**src/rtl/serial_framer_pkg.sv**
```systemverilog
// Shared types and constants for the serial framer: FSM state encoding,
// default sync word, byte-counter width and the even-parity helper.
package serial_framer_pkg;

  localparam logic [7:0] SYNC_DEFAULT = 8'hA5;
  localparam int         BYTE_CNT_W   = 8;

  typedef enum logic [1:0] {
    ST_HUNT,
    ST_DATA,
    ST_PAR
  } state_t;

  // True when data byte plus its trailing parity bit hold an even number of ones.
  function automatic logic even_parity_ok(input logic [7:0] data, input logic par);
    return ~(^{data, par});
  endfunction

endpackage

```
**src/rtl/serial_framer_sync_detect.sv**
```systemverilog
// Serial history register plus sync-word compare; clr wipes the history so
// payload bits of a finished frame can never combine with new bits into a false sync.
module sync_detect
  import serial_framer_pkg::*;
#(
  parameter logic [7:0] SYNC = SYNC_DEFAULT
) (
  input  logic       clk,
  input  logic       rst_n,
  input  logic       d,
  input  logic       clr,
  output logic [7:0] word,
  output logic       match
);

  // The 8-bit window is {hist, d}; the oldest bit would be shifted out before
  // anyone reads it, so only seven bits are stored.
  logic [6:0] hist;

  assign word  = {hist, d};
  assign match = (word == SYNC);

  // NOTE: state registers use non-blocking assignments so every flop samples
  // pre-edge values regardless of block evaluation order.
  always_ff @(posedge clk or negedge rst_n) begin
    if (!rst_n) begin
      hist <= '0;
    end else if (clr) begin
      hist <= '0;
    end else begin
      hist <= word[6:0];
    end
  end

endmodule

```
**src/rtl/serial_framer.sv**
```systemverilog
// Serial byte framer: hunts for SYNC, then assembles LEN MSB-first payload bytes.
// Define SERIAL_FRAMER_PARITY_EN to expect an even-parity bit after each payload byte.
module serial_framer
  import serial_framer_pkg::*;
#(
  parameter logic [7:0] SYNC = SYNC_DEFAULT,
  parameter int         LEN  = 4
) (
  input  logic       iCLK,
  input  logic       iRST_N,
  input  logic       iD,
  output logic [7:0] oData,
  output logic       oValid,
  output logic       oFrameDone,
  output logic       oSync,
  output logic       oErr
);

  state_t                  state;
  logic [2:0]              bit_cnt;
  logic [BYTE_CNT_W-1:0]   byte_cnt;
  logic [7:0]              word;
  logic                    match;
  logic [7:0]              byte_val;
  logic                    byte_ok;
  logic                    parity_fail;
  logic                    last_byte;
  logic                    frame_end;
  logic                    clr;
`ifdef SERIAL_FRAMER_PARITY_EN
  logic [7:0]              par_byte;
`endif

  sync_detect #(
    .SYNC (SYNC)
  ) u_sync_detect (
    .clk   (iCLK),
    .rst_n (iRST_N),
    .d     (iD),
    .clr   (clr),
    .word  (word),
    .match (match)
  );

  assign last_byte = (byte_cnt == BYTE_CNT_W'(LEN - 1));

  // A byte is accepted on the edge that samples its last bit (data bit 8, or
  // the parity bit when parity is enabled).
  always_comb begin
    // NOTE: every always_comb output gets a default first so no path can
    // leave it unassigned and infer a latch.
    byte_ok     = 1'b0;
    parity_fail = 1'b0;
    byte_val    = word;
`ifdef SERIAL_FRAMER_PARITY_EN
    byte_val = par_byte;
    if (state == ST_PAR) begin
      byte_ok     = even_parity_ok(par_byte, iD);
      parity_fail = ~byte_ok;
    end
`else
    byte_ok = (state == ST_DATA) && (bit_cnt == 3'd7);
`endif
  end

  assign frame_end = byte_ok && last_byte;
  assign clr       = frame_end || parity_fail;

  always_ff @(posedge iCLK or negedge iRST_N) begin
    if (!iRST_N) begin
      state      <= ST_HUNT;
      bit_cnt    <= '0;
      byte_cnt   <= '0;
      oData      <= 8'h00;
      oValid     <= 1'b0;
      oFrameDone <= 1'b0;
      oSync      <= 1'b0;
      oErr       <= 1'b0;
`ifdef SERIAL_FRAMER_PARITY_EN
      par_byte   <= 8'h00;
`endif
    end else begin
      oValid     <= byte_ok;
      oFrameDone <= frame_end;
      oErr       <= parity_fail;
      if (byte_ok) begin
        oData    <= byte_val;
        byte_cnt <= byte_cnt + BYTE_CNT_W'(1);
      end

      case (state)
        ST_HUNT: begin
          if (match) begin
            state    <= ST_DATA;
            bit_cnt  <= '0;
            byte_cnt <= '0;
            oSync    <= 1'b1;
          end
        end
        ST_DATA: begin
          bit_cnt <= bit_cnt + 3'd1;
          if (bit_cnt == 3'd7) begin
`ifdef SERIAL_FRAMER_PARITY_EN
            par_byte <= word;
            state    <= ST_PAR;
`else
            if (last_byte) begin
              state <= ST_HUNT;
              oSync <= 1'b0;
            end
`endif
          end
        end
`ifdef SERIAL_FRAMER_PARITY_EN
        ST_PAR: begin
          if (parity_fail || last_byte) begin
            state <= ST_HUNT;
            oSync <= 1'b0;
          end else begin
            state <= ST_DATA;
          end
        end
`endif
        default: begin
          state <= ST_HUNT;
          oSync <= 1'b0;
        end
      endcase
    end
  end

endmodule

```
**config.mk**
```make
export PLATFORM = sky130hd
export DESIGN_NAME = serial_framer
export DESIGN_NICKNAME = d
export VERILOG_FILES = /design/src/rtl/serial_framer_pkg.sv /design/src/rtl/serial_framer_sync_detect.sv /design/src/rtl/serial_framer.sv
export SDC_FILE = /design/constraint.sdc
export NUM_CORES = 1
export LEC_CHECK = 0
export ABC_CLOCK_PERIOD_IN_PS = 2600
export BUFFER_PORTS_ARGS = -buffer_cell sky130_fd_sc_hd__buf_2
export CAP_MARGIN = 20
export CORE_MARGIN = 8
export CORE_UTILIZATION = 50
export DETAILED_ROUTE_END_ITERATION = 8
export GPL_ROUTABILITY_DRIVEN = 0
export PLACE_DENSITY = 0.67
export SETUP_SLACK_MARGIN = 0.4
export SLEW_MARGIN = 25
export SYNTH_ARGS = -nofsm -noshare
export SYNTH_HDL_FRONTEND = slang
export SYNTH_SLANG_ARGS = --single-unit
```
**constraint.sdc**
```tcl
create_clock -name iCLK -period 2.6 [get_ports iCLK]
set_clock_uncertainty 0.2 [all_clocks]
set_input_delay 0.26 -clock iCLK [delete_from_list [all_inputs] [get_ports iCLK]]
set_output_delay 0.26 -clock iCLK [all_outputs]
set_load 0.02 [all_outputs]
```
==> key figures <==
Global route
  • Gr ovfl total: 0
  • GRT Resource Usage Total: 0.120
  • Number of global-route vias before repair: roughly 840
  • First-pass GRT wire length: 3860 um
  • Antenna violations before repair: 0
  • Largest net degree at the start of global routing: 30

Synthesis
  • Biggest area consumer among synthesized cells: dfrtp_1
  • Post-Synth Simple-Gate Area: 0.162
  • Complex-gate fraction of the synthesized area: 0.0816
  • Synth Net Count: between 100 and 150
  • Main combinational cell family by area after synthesis: simple AND/OR/NAND/NOR gates
  • Mapped Avg Cell Area: around 12 um2
  • Post-synthesis mux area share: 0.0876
  • Warnings, synthesis: 0
  • Cell variety after synth: 26
  • Cell count after synthesis: between 100 and 150
  • Synthesized flop and latch total: 29
  • Share of the synthesized area in the top cell type: 0.577
  • Mapped cell area: around 0.0013 mm2
  • Post-Synth Adder-Cell Area: 0.0299
  • XOR/XNOR Fraction of Synth Area: 0.0139
  • Post-synthesis sequential area ratio: 0.577
  • Synth area leaders: dfrtp_1 58%, mux2_2 7.2%, and2_4 4.9%

Timing
  • Tcrit/Tclk final: 0.788
  • Max-slew violation count: 0
  • Worst slew margin relative to its limit: 0.586
  • RSZ-0062 raised after global routing: false
  • Final setup fails: 0
  • Final hold vios: 0
  • Setup tns final: 0 ns
  • Tmin final: slightly above 2 ns
  • Fmax: 0.488 GHz
  • Worst slew pin tran: 0.622 ns

Power
  • Worst ir drop on vdd: 0.718 mV
  • Power per cell area: slightly above 900 mW/mm2
  • Pleak: approximately 0.68 nW

Critical path
  • Cell breakdown of the critical path: ha_1 > ha_1 > nand3_1 > or4_4 > and2_4
  • Reg-to-reg slack, setup: between 0.5 and 0.6 ns
  • Critical path's slowest cell: or4_4
  • Arr. time, crit path: between 2 and 2.5 ns
  • Slowest cell delay on critical path: around 0.57 ns
  • Kind of critical path: reg2reg
  • Worst path required time: 2.62 ns
  • CP startpoint: bit_cnt[0]$_DFFE_PN0P_
  • Top cell by count, worst path: ha_1
  • Worst Path Max Fanout: 9
  • Critical R2R Launch: bit_cnt[0]$_DFFE_PN0P_
  • CP Launch Type: flip-flop
  • Reg-to-reg endpoint: u_sync_detect.hist[4]$_DFF_PN0_
  • Crit path capture: u_sync_detect.hist[4]$_DFF_PN0_
  • Crit. End Element: flip-flop
  • R2R cell count: 5

Clocking
  • CTS H-tree lvls: 2
  • Max clock buf depth: 2
  • Worst-skew pair later-pin latency: roughly 0.33 ns
  • Clk pin slew, worst setup/hold paths: about 0.090 ns
  • Num CTS Buffers: 5
  • Clock sink total: 29
  • CTS tree: built
  • CTS root buf: clkbuf_4

Final layout
  • Post-layout nets: approximately 130
  • Commonest non-fill, non-tap cells in the layout: 29 x dfrtp_1, 13 x buf_2, 9 x o21ai_0
  • Share of layout cells above drive strength 1: 0.333
  • Synthesis-to-layout area growth: 14.9%
  • Most common cell after layout, fill and taps aside: dfrtp_1
  • Diode count: 0
  • Post-route cell area: 0.00145 mm2

Floorplan
  • FP Rows: 18
  • Die height: about 66 um
  • Initial Utilization: 0.517
  • Die area: 0.00438 mm2
  • Die W: 66.2 um
  • CORE AREA: about 0.0024 mm2
  • # IOs: 15

Flow run
  • Max Cap Viol: 0

Route
  • Vias: about 810
  • DRC viols: 0
  • DR WL/cell: roughly 15 um
  • Initial DRC count: 35
  • Number of antenna-violating nets in the routed design: 0
  • Final WL: 2220 um
  • Routed vias/inst: about 5.3
  • Drt pass-1 iters: 4

Min path
  • HP Class: in2async

Place
  • Area post-placement: 0.00133 mm2
  • Post-DP HPWL: around 1600 um
  • I/O Buffers: 13

Outcome
  • Result of the run: finished clean
[what timing repair did]
action / in CTS / in global routing
hold buffers: 2 / 0
resized for setup: 0 / 2
hold endpoints to repair: 31 / 0
buffers inserted: 0 / 0
endpoints found under the setup margin: 0 / 9
[layout make-up]
cell class | count | area, um2
Clock buffer | 7 | 55.1
Clock inverter | 1 | 30.0
Fill cell | 204 | 987
Inverter | 4 | 15.0
Multi-Input combinational cell | 65 | 482
Sequential cell | 29 | 726
Tap cell | 30 | 37.5
Timing Repair Buffer | 17 | 100
[critical path, delay by kind of cell (launching register included)]
kind	cells	cell delay [ns]
and+or+nand+nor	3	0.91
adders and majority gates	2	0.46
DFF	1	0.38
[worst min path at each step]
stage / from / endpoint / slack [ns]
2_1_floorplan: iRST_N / bit_cnt[0]$_DFFE_PN0P_ / -0.24
3_3_place_gp: iRST_N / byte_cnt[0]$_DFF_PN0_ / 0.11
3_5_place_dp: iRST_N / byte_cnt[5]$_DFF_PN0_ / 0.12
4_1_cts: iRST_N / byte_cnt[2]$_DFF_PN0_ / 0.30
5_1_grt: oData[5]$_DFFE_PN0P_ / oData[5]$_DFFE_PN0P_ / 0.32
6_report: iRST_N / byte_cnt[5]$_DFF_PN0_ / 0.27
[kinds of logic after synthesis]
kind of cell / Yosys count
other: 1
adder cells (fa/ha/maj): 3
XOR/XNOR: 2
AND/OR/NAND/NOR: 31
buffers and inverters: 9
multiplexers: 10
flip-flops: 29
AO/OA/AOI/OAI: 18
[layer usage]
layer  GRT usage  part of all wire  wire length, um  vias to the layer above
met1       0.135              0.46             1020                      389
li1            -                 -                -                      400
met5           0                 0                0                        -
met3      0.0593             0.047              105                        6
met2       0.177              0.47             1050                       14
met4      0.0720             0.023               51                        0
[per-stage QoR]
stage	std cells	worst slack, ns	hold slack (ns)	utilization	total power, W
floorplan	103	0.624	-0.236	-	0.000863
CTS	153	0.429	0.299	0.592	0.00136
detailed placement	143	0.442	0.121	0.548	0.000969
finish	153	0.551	0.273	0.594	0.00134
global placement	143	0.522	0.115	0.548	0.000953
global route	153	0.461	0.323	0.594	0.00143
[synthesized netlist by cell type]
master / count
a31o_2: 2
buf_4: 2
a21oi_1: 5
or4bb_1: 2
nor2_1: 3
nand4_1: 3
mux2i_1: 2
or4_1: 3
nand2_1: 3
o21ai_0: 9
dfrtp_1: 29
and2_4: 7
or3_1: 4
ha_1: 3
nor3_1: 1
conb_1: 1
clkbuf_1: 1
nand3_1: 4
mux2_2: 8
xor2_1: 1
o31ai_1: 1
xnor2_1: 1
a21boi_0: 1
buf_6: 2
or2_1: 1
inv_1: 4
[state kept, by name, indices dropped and copies added (netlist names)]
name,cells
byte_cnt,8
oValid,1
bit_cnt,3
oData,8
oSync,1
u_sync_detect.hist,7
oFrameDone,1
[where the power goes]
group / internal (W) / switching, W / total [W]
Clock: 0.000229 / 0.000152 / 0.000382
Sequential: 0.000555 / 0.0000806 / 0.000636
Combinational: 0.000148 / 0.000171 / 0.000318
Total: 0.000933 / 0.000403 / 0.00134
Power figures use the tool's default switching activity.
